**src/rtl/mips_cpu_lsu_ctrl_if.sv**
```systemverilog
// rtl/mips_cpu_lsu_ctrl_if.sv - Avalon data-bus port of the load/store sequencer
interface mips_cpu_lsu_ctrl_if;
   logic [31:0] address;
   logic        read;
   logic        write;
   logic        waitrequest;
   logic [31:0] writedata;
   logic [3:0]  byteenable;
   logic [31:0] readdata;

   modport master (
      output address, read, write, writedata, byteenable,
      input  waitrequest, readdata
   );

   modport slave (
      input  address, read, write, writedata, byteenable,
      output waitrequest, readdata
   );
endinterface

```
**src/rtl/mips_cpu_lsu_ctrl.sv**
```systemverilog
// rtl/mips_cpu_lsu_ctrl.sv - load/store sequencer between the MEM stage and the data bus
module mips_cpu_lsu_ctrl #(
   parameter int unsigned WAIT_LIMIT = 255
) (
   input  logic        clk,
   input  logic        reset,
   input  logic        req_valid,
   output logic        req_ready,
   input  logic [3:0]  req_op,
   input  logic [31:0] req_addr,
   input  logic [31:0] req_wdata,
   input  logic [31:0] req_rt_old,
   output logic        resp_valid,
   output logic [31:0] resp_rdata,
   output logic        resp_err,
   mips_cpu_lsu_ctrl_if.master bus,
   output logic [2:0]  msk_cnt,
   output logic [1:0]  msk_cnt2,
   output logic [31:0] msk_data,
   input  logic [31:0] masked_data
);
   typedef enum logic [1:0] {IDLE, ACCESS, RDATA, DONE} state_t;

   localparam logic [3:0]  OP_LW  = 4'd0;
   localparam logic [3:0]  OP_LH  = 4'd1;
   localparam logic [3:0]  OP_LHU = 4'd2;
   localparam logic [3:0]  OP_LB  = 4'd3;
   localparam logic [3:0]  OP_LBU = 4'd4;
   localparam logic [3:0]  OP_LWL = 4'd5;
   localparam logic [3:0]  OP_LWR = 4'd6;
   localparam logic [3:0]  OP_SW  = 4'd8;
   localparam logic [3:0]  OP_SH  = 4'd9;
   localparam logic [3:0]  OP_SB  = 4'd10;
   localparam logic [15:0] LIMIT  = 16'(WAIT_LIMIT);
   localparam logic [31:0] ONES   = 32'hFFFF_FFFF;

   state_t      state, state_nxt;
   logic [3:0]  op_q;
   logic [31:0] addr_q, wdata_q, rt_old_q, rdata_q;
   logic        err_q;
   logic [15:0] stall_cnt;
   logic        accept, req_bad, timeout, is_load;
   logic [4:0]  sh;
   logic [31:0] merge_m, result;

   assign req_ready  = (state == IDLE) && !reset;
   assign accept     = req_valid && req_ready;
   assign is_load    = !op_q[3];
   assign sh         = {addr_q[1:0], 3'b000};
   assign resp_rdata = rdata_q;
   assign timeout    = (LIMIT != 16'd0) && bus.waitrequest && ((stall_cnt + 16'd1) == LIMIT);

   // Classify the offered op: illegal opcodes and misaligned halfword/word accesses never reach the bus.
   always_comb begin
      req_bad = 1'b0;
      case (req_op)
         OP_LW, OP_SW:          req_bad = (req_addr[1:0] != 2'b00);
         OP_LH, OP_LHU, OP_SH:  req_bad = req_addr[0];
         OP_LB, OP_LBU, OP_LWL,
         OP_LWR, OP_SB:         req_bad = 1'b0;
         default:               req_bad = 1'b1;
      endcase
   end

   // Partial-word merge for LWL/LWR; a full mask leaves other loads as the mask unit result.
   always_comb begin
      merge_m = ONES;
      if (op_q == OP_LWL)
         merge_m = ONES << (5'd24 - sh);
      else if (op_q == OP_LWR)
         merge_m = ONES >> sh;
      result = (masked_data & merge_m) | (rt_old_q & ~merge_m);
   end

   // State register.
   always_ff @(posedge clk) begin
      if (reset)
         state <= IDLE;
      else
         state <= state_nxt;
   end

   // Next state plus bus, mask-unit and response strobes; strobes depend only on state so waitrequest never loops back.
   always_comb begin
      state_nxt      = state;
      bus.read       = 1'b0;
      bus.write      = 1'b0;
      bus.address    = 32'd0;
      bus.writedata  = 32'd0;
      bus.byteenable = 4'b0000;
      msk_cnt        = 3'b000;
      msk_cnt2       = 2'b00;
      msk_data       = 32'd0;
      resp_valid     = 1'b0;
      resp_err       = 1'b0;
      case (state)
         IDLE: begin
            if (accept)
               state_nxt = req_bad ? DONE : ACCESS;
         end
         ACCESS: begin
            bus.address = {addr_q[31:2], 2'b00};
            bus.read    = is_load;
            bus.write   = !is_load;
            if (is_load) begin
               bus.byteenable = 4'b1111;
            end else if (op_q == OP_SB) begin
               bus.byteenable = 4'b0001 << addr_q[1:0];
               bus.writedata  = {24'd0, wdata_q[7:0]} << sh;
            end else if (op_q == OP_SH) begin
               bus.byteenable = addr_q[1] ? 4'b1100 : 4'b0011;
               bus.writedata  = {16'd0, wdata_q[15:0]} << {addr_q[1], 4'b0000};
            end else begin
               bus.byteenable = 4'b1111;
               bus.writedata  = wdata_q;
            end
            if (!bus.waitrequest)
               state_nxt = is_load ? RDATA : DONE;
            else if (timeout)
               state_nxt = DONE;
         end
         RDATA: begin
            // Mask-mode encoding coincides with the low three bits of the load opcodes.
            msk_cnt   = op_q[2:0];
            msk_cnt2  = addr_q[1:0];
            msk_data  = bus.readdata;
            state_nxt = DONE;
         end
         DONE: begin
            resp_valid = 1'b1;
            resp_err   = err_q;
            state_nxt  = IDLE;
         end
         default: state_nxt = IDLE;
      endcase
   end

   // Op capture, stall counting, error flag and load result register.
   always_ff @(posedge clk) begin
      if (reset) begin
         op_q      <= 4'd0;
         addr_q    <= 32'd0;
         wdata_q   <= 32'd0;
         rt_old_q  <= 32'd0;
         rdata_q   <= 32'd0;
         err_q     <= 1'b0;
         stall_cnt <= 16'd0;
      end else begin
         if (accept) begin
            op_q      <= req_op;
            addr_q    <= req_addr;
            wdata_q   <= req_wdata;
            rt_old_q  <= req_rt_old;
            err_q     <= req_bad;
            stall_cnt <= 16'd0;
         end
         if (state == ACCESS && bus.waitrequest) begin
            stall_cnt <= stall_cnt + 16'd1;
            if (timeout)
               err_q <= 1'b1;
         end
         if (state == RDATA)
            rdata_q <= result;
      end
   end
endmodule

```
**src/flat_wrapper.sv**
```systemverilog
// flat-port wrapper written by rule: the top's interface ports become plain ports
module mips_cpu_lsu_ctrl_flat 
#(
   parameter int unsigned WAIT_LIMIT = 255
)
  (clk, reset, req_valid, req_ready, req_op, req_addr, req_wdata, req_rt_old, resp_valid, resp_rdata, resp_err, msk_cnt, msk_cnt2, msk_data, masked_data, bus_address, bus_read, bus_write, bus_writedata, bus_byteenable, bus_waitrequest, bus_readdata);
  mips_cpu_lsu_ctrl_if bus_i ();
  input  logic clk;
  input  logic reset;
  input  logic req_valid;
  output logic req_ready;
  input  logic [3:0] req_op;
  input  logic [31:0] req_addr;
  input  logic [31:0] req_wdata;
  input  logic [31:0] req_rt_old;
  output logic resp_valid;
  output logic [31:0] resp_rdata;
  output logic resp_err;
  output logic [2:0] msk_cnt;
  output logic [1:0] msk_cnt2;
  output logic [31:0] msk_data;
  input  logic [31:0] masked_data;
  output wire logic [$bits(bus_i.address)-1:0] bus_address;
  output wire logic [$bits(bus_i.read)-1:0] bus_read;
  output wire logic [$bits(bus_i.write)-1:0] bus_write;
  output wire logic [$bits(bus_i.writedata)-1:0] bus_writedata;
  output wire logic [$bits(bus_i.byteenable)-1:0] bus_byteenable;
  input wire logic [$bits(bus_i.waitrequest)-1:0] bus_waitrequest;
  input wire logic [$bits(bus_i.readdata)-1:0] bus_readdata;
  assign bus_address = bus_i.address;
  assign bus_read = bus_i.read;
  assign bus_write = bus_i.write;
  assign bus_writedata = bus_i.writedata;
  assign bus_byteenable = bus_i.byteenable;
  assign bus_i.waitrequest = bus_waitrequest;
  assign bus_i.readdata = bus_readdata;
  mips_cpu_lsu_ctrl #(.WAIT_LIMIT(WAIT_LIMIT)) u_core (.clk(clk), .reset(reset), .req_valid(req_valid), .req_ready(req_ready), .req_op(req_op), .req_addr(req_addr), .req_wdata(req_wdata), .req_rt_old(req_rt_old), .resp_valid(resp_valid), .resp_rdata(resp_rdata), .resp_err(resp_err), .bus(bus_i), .msk_cnt(msk_cnt), .msk_cnt2(msk_cnt2), .msk_data(msk_data), .masked_data(masked_data));
endmodule
```
**config.mk**
```make
export PLATFORM = sky130hd
export DESIGN_NAME = mips_cpu_lsu_ctrl_flat
export DESIGN_NICKNAME = d
export VERILOG_FILES = /design/src/rtl/mips_cpu_lsu_ctrl_if.sv /design/src/rtl/mips_cpu_lsu_ctrl.sv /design/src/flat_wrapper.sv
export SDC_FILE = /design/constraint.sdc
export NUM_CORES = 1
export LEC_CHECK = 0
export ABC_AREA = 1
export BUFFER_PORTS_ARGS = -buffer_cell sky130_fd_sc_hd__buf_2
export CAP_MARGIN = 20
export CORE_ASPECT_RATIO = 0.6
export CORE_MARGIN = 2
export CORE_UTILIZATION = 23
export CTS_BUF_LIST = sky130_fd_sc_hd__clkbuf_8 sky130_fd_sc_hd__clkbuf_16
export DETAILED_ROUTE_END_ITERATION = 12
export PLACE_DENSITY = 0.54
export RECOVER_POWER = 50
export SETUP_SLACK_MARGIN = 0.2
export SYNTH_ARGS = -nofsm -noshare
export SYNTH_HDL_FRONTEND = slang
export SYNTH_SLANG_ARGS = --single-unit
```
**constraint.sdc**
```tcl
create_clock -name clk -period 4.3 [get_ports clk]
set_clock_uncertainty 0.05 [all_clocks]
set_input_delay 0.645 -clock clk [delete_from_list [all_inputs] [get_ports clk]]
set_output_delay 0.645 -clock clk [all_outputs]
set_load 0.01 [all_outputs]
```
==> impl_metrics.json, run 1 <==
{
  "avgViaCountPerCell": 4.38,
  "fin_util_pct": 30.9,
  "r2r_slack_ns": 0.79,
  "worst_setup_path_start_kind": "flip-flop",
  "min_path_type": "input pin to flip-flop",
  "routedWlPerCell_um": 15.3,
  "ir_worst_vdd_v": 0.000297,
  "pre_cts_ws_ns": 1.23,
  "final.min_clock_period_ns": 3.51,
  "worst-setup-path-type": "flip-flop to flip-flop",
  "timing.rr.start": "u_core.state[0]",
  "num_rows": 51,
  "setup_viol": 0,
  "hold_end": "u_core.addr_q[12]",
  "seqCellArea_um2": 3020,
  "whs_ns": 0.344,
  "final_area_um2": 9960,
  "p_per_area_nw_per_um2": 495,
  "max_slew.worst_pin.slew_ns": 1.72,
  "cts_tree": "yes",
  "final_cell_mix": "nand2_1, buf_2, inv_1, dfxtp_1, nand3_1",
  "ioPinCount": 310,
  "synthCells": 1114,
  "crit_chain": "inv_1 -> ha_1 -> inv_1 -> nor2_1 -> nand2_1 -> inv_2 -> buf_12 -> nand2_1 -> a31oi_1",
  "worstRegToRegCells": 9,
  "hp-start": "req_addr[12]",
  "post-dp-hpwl_um": 20600,
  "crit_fanout": 51,
  "dpl_cell_area_um2": 9350,
  "die-height_um": 144,
  "grt_pass1_wl_um": 41700,
  "rsz0062_at_grt": "no",
  "grt_pass1_vias": 7207,
  "final_antenna_net_count": 0,
  "ys_ff_latch": 151,
  "mappedNetlistArea_um2": 7470,
  "cts.path.max_buffers": 2,
  "worstHoldPathCells": 3,
  "drt-total-wl_um": 27800,
  "ctsHoldBuffers": 0,
  "crit_arrival_ns": 3.83,
  "cts-htree-levels": 4,
  "run_status": "finished, violations left",
  "drcViolationCount": 0,
  "cts_made_buffers": 17,
  "fmax_ghz": 0.285,
  "layout_commonest_cell": "nand2_1",
  "place_congestion": 0.817,
  "grt_max_degree": 79,
  "firstDrtPassIters": 5,
  "fin_ws_ns": 0.792,
  "yosysWarnings": 0,
  "drtIter0Drc": 512,
  "numPortBuffers": 307,
  "ctsResizeCount": 0,
  "crit_path_max_incr_delay_ns": 1.02,
  "drv_cap": 1,
  "fin_setup_tns_ns": 0,
  "worst_setup_path_end_kind": "flip-flop",
  "die-area_um2": 34000,
  "nets": 1554,
  "critPathTopFamily": "buffers and inverters",
  "cp_num_buf_inv": 4,
  "r2r_end": "u_core.err_q",
  "slowest_stage": "nand2_1",
  "num_vias": 7970,
  "violations": "max-capacitance violations, max-slew violations",
  "core_um2": 32200,
  "multiInputGateArea_um2": 3470,
  "nFillCells": 3570,
  "drive_gt1_share_pct": 23.5,
  "max_slew_margin_pct": -14.7,
  "antenna_found_initial": 3,
  "clk_latency_ns": 0.44,
  "required_ns": 4.62,
  "p_leak_nw": 5.28,
  "synth.avg_cell_area_um2": 6.71,
  "clkSinkCount": 151,
  "area_growth_syn_to_layout_pct": 33.3,
  "yosysSeqAreaShare_pct": 40.5,
  "hold_viol_final": 0,
  "fin_crit_sh_pct": 81.6,
  "fp.dieW_um": 237,
  "cts_setup_buffers": 0,
  "root_buffer": "clkbuf_16",
  "ys_types": 33,
  "track_usage_pct": 16.0,
  "grt_overflow_total": 0,
  "cts.reportedPaths.clkPinSlew_ns": 0.06,
  "finalMaxSlewViolations": 52,
  "initial_core_util_pct": 23.2
}
## cells by family (layout without fill, tap and decap cells)
group | count (synthesis) | after routing | synth area share [%]
XOR/XNOR | 2 | 2 | 0.234
flip-flops | 151 | 151 | 40.5
AND/OR/NAND/NOR | 476 | 476 | 26.6
AO/OA/AOI/OAI | 219 | 219 | 18.2
buffers and inverters | 257 | 533 | 13.1
adder cells (fa/ha/maj) | 8 | 8 | 1.31
other | 1 | 6 | 0.0502
## how the worst max path moves through the flow
stage / startpoint / end / slack [ns] / cells after the start
2_1_floorplan: u_core.op_q[3] / bus_writedata[23] / 2.16 / 8
3_3_place_gp: u_core.addr_q[1] / bus_writedata[1] / 1.28 / 8
3_5_place_dp: u_core.op_q[3] / bus_writedata[0] / 1.23 / 10
4_1_cts: u_core.op_q[3] / bus_writedata[0] / 0.73 / 10
5_1_grt: u_core.state[0] / u_core.err_q / 0.32 / 9
6_report: u_core.state[0] / u_core.err_q / 0.79 / 9
## power breakdown
group	internal [mW]	leakage (nW)	switching (mW)
clock	1.02	0.309	0.648
sequential	1.70	1.24	0.210
combinational	0.474	3.73	0.884
total	3.19	5.28	1.74
## worst register-to-register path, cell delays in order (launching register included)
cell and delay (ns):
dfxtp_1 0.33, inv_1 0.17, ha_1 0.23, inv_1 0.07
nor2_1 0.15, nand2_1 1.02, inv_2 0.91, buf_12 0.27
nand2_1 0.08, a31oi_1 0.15
## final cells by class
cell class	instances	area share [%]
Inverter	186	7.03
Antenna cell	4	0.100
Clock inverter	11	1.72
Sequential cell	151	30.3
Multi-Input combinational cell	707	34.9
Tap cell	424	5.32
Clock buffer	20	4.68
Timing Repair Buffer	316	15.9
## sequential cells by signal (all words and copies together) (netlist names)
signal / cells
u_core.addr_q: 32
u_core.resp_rdata: 32
u_core.rt_old_q: 32
u_core.wdata_q: 32
u_core.stall_cnt: 16
u_core.op_q: 4
u_core.state: 2
u_core.err_q: 1
## metrics by stage
stage,total power [mW],std cells
floorplan,2.74,1115
global placement,3.33,1782
detailed placement,3.34,1782
CTS,5.03,1813
global route,5.28,1816
finish,4.94,1819
## per-layer routing
metal	share of wire, %	GRT usage [%]
met5	0.047	0
met4	1.9	5.53
met3	6.8	4.42
met2	42	23.1
met1	49	22.6
## Yosys cell counts (all sizes together)
master / instances / area share (%)
a211o: 1 / 0.12
a21oi: 76 / 5.1
a221oi: 16 / 1.9
a22oi: 8 / 0.80
a31oi: 3 / 0.25
buf: 17 / 1.1
clkbuf: 54 / 2.7
conb: 1 / 0.050
dfxtp: 151 / 40
ha: 7 / 1.2
inv: 186 / 9.3
maj3: 1 / 0.13
nand2: 312 / 16
nand3: 83 / 5.6
nand4: 6 / 0.50
nor2: 48 / 2.9
nor3: 24 / 1.6
o211ai: 62 / 6.2
o21ai: 50 / 3.4
o21bai: 1 / 0.10
o22ai: 1 / 0.084
o32ai: 1 / 0.12
or2: 3 / 0.25
xnor2: 1 / 0.12
xor2: 1 / 0.12
Power figures use the tool's default switching activity.
==> inputs of run 2 (changes only) <==
--- a/config.mk
+++ b/config.mk
@@ -13,7 +13,7 @@
 export CORE_UTILIZATION = 23
 export CTS_BUF_LIST = sky130_fd_sc_hd__clkbuf_8 sky130_fd_sc_hd__clkbuf_16
 export DETAILED_ROUTE_END_ITERATION = 12
-export PLACE_DENSITY = 0.54
+export PLACE_DENSITY = 0.56
 export RECOVER_POWER = 50
 export SETUP_SLACK_MARGIN = 0.2
 export SYNTH_ARGS = -nofsm -noshare
==> constraint.sdc (replaced) <==
create_clock -name clk -period 3.2 [get_ports clk]
set_clock_uncertainty 0.05 [all_clocks]
set_input_delay 0.48 -clock clk [delete_from_list [all_inputs] [get_ports clk]]
set_output_delay 0.48 -clock clk [all_outputs]
set_load 0.01 [all_outputs]
==> impl_metrics.json, run 2 (synthesis gave the netlist of run 1 again) <==
{
  "run_status": "finished clean",
  "dpl_cell_area_um2": 9440,
  "whs_ns": 0.176,
  "grt_pass1_wl_um": 41000,
  "worst_setup_path_start_kind": "flip-flop",
  "track_usage_pct": 15.6,
  "grt_overflow_total": 0,
  "final_antenna_net_count": 0,
  "place_congestion": 0.834,
  "min_path_type": "input pin to flip-flop",
  "crit_fanout": 19,
  "p_per_area_nw_per_um2": 638,
  "clkPwrFrac_pct": 30.4,
  "drt-total-wl_um": 27300,
  "grt_pass1_vias": 7266,
  "fp.dieW_um": 237,
  "initial_core_util_pct": 23.2,
  "firstDrtPassIters": 5,
  "drive_gt1_share_pct": 24.4,
  "num_rows": 51,
  "max_slew_margin_pct": 30.5,
  "grt_max_degree": 82,
  "required_ns": 2.67,
  "final_area_um2": 9960,
  "power.share.sequential_pct": 40.1,
  "worst-setup-path-type": "flip-flop to output port",
  "drv_cap": 0,
  "die-area_um2": 34000,
  "cts_made_buffers": 17,
  "nets": 1562,
  "p_leak_nw": 5.33,
  "sw_frac_of_total_pct": 36.2,
  "die-height_um": 144,
  "layout_commonest_cell": "nand2_1",
  "cts.path.max_buffers": 2,
  "core_um2": 32200,
  "nFillCells": 3611,
  "area_growth_syn_to_layout_pct": 33.3,
  "hold_viol_final": 0,
  "ir_worst_vdd_v": 0.000367,
  "fin_crit_sh_pct": 86.0,
  "r2r_slack_ns": 0.53,
  "dp_cells": 1791,
  "final.min_clock_period_ns": 2.75,
  "p_int_mw": 4.06,
  "crit_chain": "inv_1 -> nor2_2 -> nand2_2 -> inv_6 -> a21oi_4 -> buf_4 -> nor3_1 -> buf_2",
  "drcViolationCount": 0,
  "diodes": 0,
  "root_buffer": "clkbuf_16",
  "max_slew.worst_pin.slew_ns": 1.04,
  "p_sw_mw": 2.30,
  "antenna_found_initial": 1,
  "setup_viol": 0,
  "fin_ws_ns": 0.449,
  "avgViaCountPerCell": 4.47,
  "ctsHoldBuffers": 0,
  "pre_cts_ws_ns": 0.513,
  "num_vias": 8151,
  "post-dp-hpwl_um": 20500,
  "clk_latency_ns": 0.44,
  "routedWlPerCell_um": 15.0,
  "finalMaxSlewViolations": 0,
  "power_mw": 6.36,
  "crit_path_max_incr_delay_ns": 0.38,
  "fin_util_pct": 30.9,
  "fmax_ghz": 0.364,
  "worst_setup_path_end_kind": "output port",
  "drtIter0Drc": 531,
  "final_cell_mix": "nand2_1, buf_2, inv_1, dfxtp_1, nand3_1",
  "crit_arrival_ns": 2.22,
  "numPortBuffers": 307,
  "clkSinkCount": 151,
  "fin_setup_tns_ns": 0,
  "cts_tree": "yes",
  "multiInputGateArea_um2": 3510,
  "seqCellArea_um2": 3020,
  "slowest_stage": "dfxtp_2",
  "cts.reportedPaths.clkPinSlew_ns": 0.06,
  "finalNonFillerCells": 1822,
  "ioPinCount": 310,
  "pwr-share-comb_pct": 29.5,
  "cts-htree-levels": 4,
  "rsz0062_at_grt": "no"
}
[run 2: cell count changes in the layout (fill, tap and decap cells not counted), moves of 4 or more]
cell      before  now
diode_2        4    0
buf_4          4   12
inv_1        181  185
buf_2        263  271
clkbuf_1      45   38
[run 2: power groups by stage]
| stage | sequential, mW | combinational, mW | clock (mW) |
|---|---|---|---|
| 6_report | 2.55 | 1.88 | 1.93 |
| 5_1_grt | 2.60 | 2.14 | 2.08 |
| 4_1_cts | 2.54 | 1.96 | 2.00 |
| 3_5_place_dp | 2.58 | 1.94 | 0 |
| 3_3_place_gp | 2.57 | 1.93 | 0 |
| 2_1_floorplan | 2.58 | 1.11 | 0 |
[run 2: final timing paths]
kind | startpoint | to | cells past startpoint
setup reg to reg | u_core.state[0] | u_core.rt_old_q[8] | 9
hold / removal | req_addr[18] | u_core.addr_q[18] | 3
hold reg to reg | u_core.rt_old_q[25] | u_core.rt_old_q[25] | 2
setup / recovery | u_core.op_q[3] | bus_writedata[4] | 8
[run 2: area by class of cell]
class	count	share of cell area [%]
inverter	186	7.08
clock inverter	10	0.842
multi-input combinational	707	35.3
clock buffer	20	4.69
tap	424	5.33
sequential	151	30.4
timing repair buffer	324	16.4
[run 2: per-layer routing]
layer / share of wire [%] / track usage, %
met5: 0.029 / 0
met4: 1.0 / 3.23
met2: 43 / 23.3
met1: 49 / 21.8
met3: 7.1 / 5.26
[run 2: worst max-delay path, delay by kind of cell, from the launching register on]
family / cells / cell delay [ns]
AOI/OAI and AO/OA: 1 / 0.08
buffers and inverters: 4 / 0.66
DFF: 1 / 0.38
and+or+nand+nor: 3 / 0.65
[run 2: what timing repair did]
item / CTS / global route
resized for setup: 7 / 3
gates cloned: 0 / 0
buffers inserted: 0 / 1
setup endpoints to repair: 13 / 19
pin swaps: 0 / 1
==> inputs of run 3 (changes only) <==
--- a/config.mk
+++ b/config.mk
@@ -13,7 +13,8 @@
 export CORE_UTILIZATION = 23
 export CTS_BUF_LIST = sky130_fd_sc_hd__clkbuf_8 sky130_fd_sc_hd__clkbuf_16
 export DETAILED_ROUTE_END_ITERATION = 12
-export PLACE_DENSITY = 0.56
+export MAX_ROUTING_LAYER = met4
+export PLACE_DENSITY = 0.54
 export RECOVER_POWER = 50
 export SETUP_SLACK_MARGIN = 0.2
 export SYNTH_ARGS = -nofsm -noshare
==> constraint.sdc (replaced) <==
create_clock -name clk -period 3.05 [get_ports clk]
set_clock_uncertainty 0.05 [all_clocks]
set_input_delay 0.4575 -clock clk [delete_from_list [all_inputs] [get_ports clk]]
set_output_delay 0.4575 -clock clk [all_outputs]
set_load 0.01 [all_outputs]
==> impl_metrics.json, run 3 (synthesis gave the netlist of run 1 again) <==
{
  "run_status": "finished clean",
  "final.min_clock_period_ns": 2.71,
  "crit_path_max_incr_delay_ns": 0.36,
  "worst_setup_path_start_kind": "flip-flop",
  "max_slew.worst_pin.slew_ns": 0.895,
  "cts_made_buffers": 17,
  "required_ns": 2.54,
  "fmax_ghz": 0.370,
  "crit_chain": "inv_1 -> nor2_1 -> nand2_4 -> nor2_4 -> inv_1 -> nand2_1 -> inv_2 -> a22oi_1 -> nor2_1 -> buf_2",
  "cts-htree-levels": 4,
  "ir_worst_vdd_v": 0.000424,
  "use_met1_pct": 22.3,
  "fin_setup_tns_ns": 0,
  "finalMaxSlewViolations": 0,
  "fin_crit_sh_pct": 88.7,
  "finalNonFillerCells": 1828,
  "worst_setup_path_end_kind": "output port",
  "max_slew_margin_pct": 40.4,
  "clkSinkCount": 151,
  "nets": 1566,
  "grt_util_met3_pct": 5.44,
  "min_path_type": "input pin to flip-flop",
  "critPathTopFamily": "simple AND/OR/NAND/NOR gates",
  "final_cell_mix": "nand2_1, buf_2, inv_1, dfxtp_1, nand3_1",
  "drtIter0Drc": 474,
  "p_per_area_nw_per_um2": 691,
  "grt_overflow_total": 0,
  "dp_cells": 1796,
  "worstRegToRegCells": 11,
  "rsz0062_at_grt": "no",
  "worstHoldPathCells": 3,
  "met2_usage_pct": 23.7,
  "track_usage_pct": 16.6,
  "routedWlPerCell_um": 15.3,
  "num_rows": 51,
  "grt_pass1_vias": 7331,
  "initial_core_util_pct": 23.2,
  "crit_fanout": 18,
  "drt-total-wl_um": 28000,
  "root_buffer": "clkbuf_16",
  "fin_util_pct": 31.2,
  "num_vias": 8107,
  "grt_pass1_wl_um": 42000,
  "clk_latency_ns": 0.44,
  "place_congestion": 0.894,
  "avgViaCountPerCell": 4.43,
  "area_growth_syn_to_layout_pct": 34.4,
  "timing.rr.start": "u_core.state[0]",
  "crit_arrival_ns": 2.20,
  "antenna_found_initial": 1,
  "die-height_um": 144,
  "p_leak_nw": 5.36,
  "die-area_um2": 34000,
  "worst-setup-path-type": "flip-flop to output port",
  "post-dp-hpwl_um": 21100,
  "layout_commonest_cell": "nand2_1",
  "ioPinCount": 310,
  "r2r_slack_ns": 0.59,
  "drcViolationCount": 0,
  "final_antenna_net_count": 0,
  "core_um2": 32200,
  "drive_gt1_share_pct": 24.9,
  "firstDrtPassIters": 4,
  "slowest_stage": "dfxtp_1",
  "setup_viol": 0,
  "r2r_end": "u_core.state[0]",
  "numPortBuffers": 307,
  "cts.path.max_buffers": 2,
  "busiest_layer": "met2",
  "hp-start": "req_wdata[19]",
  "whs_ns": 0.158,
  "cts_tree": "yes",
  "cts.reportedPaths.clkPinSlew_ns": 0.07,
  "hold_end": "u_core.wdata_q[19]",
  "hold_viol_final": 0,
  "cp_num_buf_inv": 4,
  "fp.dieW_um": 237,
  "grt_max_degree": 61,
  "drv_cap": 0
}
[run 3: cell count changes in the layout (fill, tap and decap cells not counted), sizes merged]
cell / before / now
buf: 285 / 283
bufinv: 1 / 3
clkbuf: 59 / 64
clkinv: 1 / 5
clkinvlp: 5 / 1
diode: 0 / 1
[run 3: cell type report]
type                       count  area (um2)
fill                        3582       22200
multi-input combinational    707        3510
sequential                   151        3020
timing repair buffer         328        1660
inverter                     186         701
tap                          424         531
clock buffer                  19         453
clock inverter                12         168
antenna                        1        2.50
[run 3: report_power, final]
group / internal [mW] / total [mW] / switching [mW]
Clock: 1.34 / 2.27 / 0.933
Sequential: 2.40 / 2.68 / 0.279
Combinational: 0.694 / 1.99 / 1.29
[run 3: repair_timing]
| item | in CTS | in global routing |
|---|---|---|
| setup buffers | 0 | 0 |
| endpoints found under the setup margin | 0 | 33 |
| hold buffers | 0 | 0 |
| hold endpoints to repair | 0 | 0 |
| resized for setup | 0 | 7 |
[run 3: per-layer routing]
metal / up-vias / share of wire [%]
li1: 4133 / -
met1: 3678 / 49
met2: 270 / 42
met3: 26 / 7.4
met4: 0 / 1.6
met5: - / 0
[run 3: worst register-to-register path, cell delays in order, from the launching register on]
cell and delay (ns):
dfxtp_1 0.36, inv_1 0.14, ha_1 0.26, inv_1 0.07, nor2_1 0.07, nand2_4 0.32
clkbuf_4 0.66, nand2_1 0.14, nand2_2 0.13, nand2_1 0.05, nand2_1 0.06, nor2_1 0.04
[run 3: stage by stage]
stage	cell area, um2	power (mW)	worst slack (ns)
after global routing	10000	7.41	0.192
after floorplan	7480	3.86	1.10
final	10000	6.94	0.344
after global placement	9480	4.76	0.780
after detailed placement	9480	4.79	0.708
after CTS	10100	7.11	0.205
[run 3: worst max-delay path by stage]
stage                              to           start  slack [ns]  depth (start not counted)
global route        bus_writedata[21]  u_core.op_q[0]        0.19                          8
detailed placement   bus_writedata[8]  u_core.op_q[3]        0.71                         10
global placement     bus_writedata[8]  u_core.op_q[3]        0.78                         10
CTS                  bus_writedata[8]  u_core.op_q[3]        0.20                         10
floorplan           bus_writedata[23]  u_core.op_q[3]        1.10                          8
finish               bus_writedata[8]  u_core.op_q[0]        0.34                         10
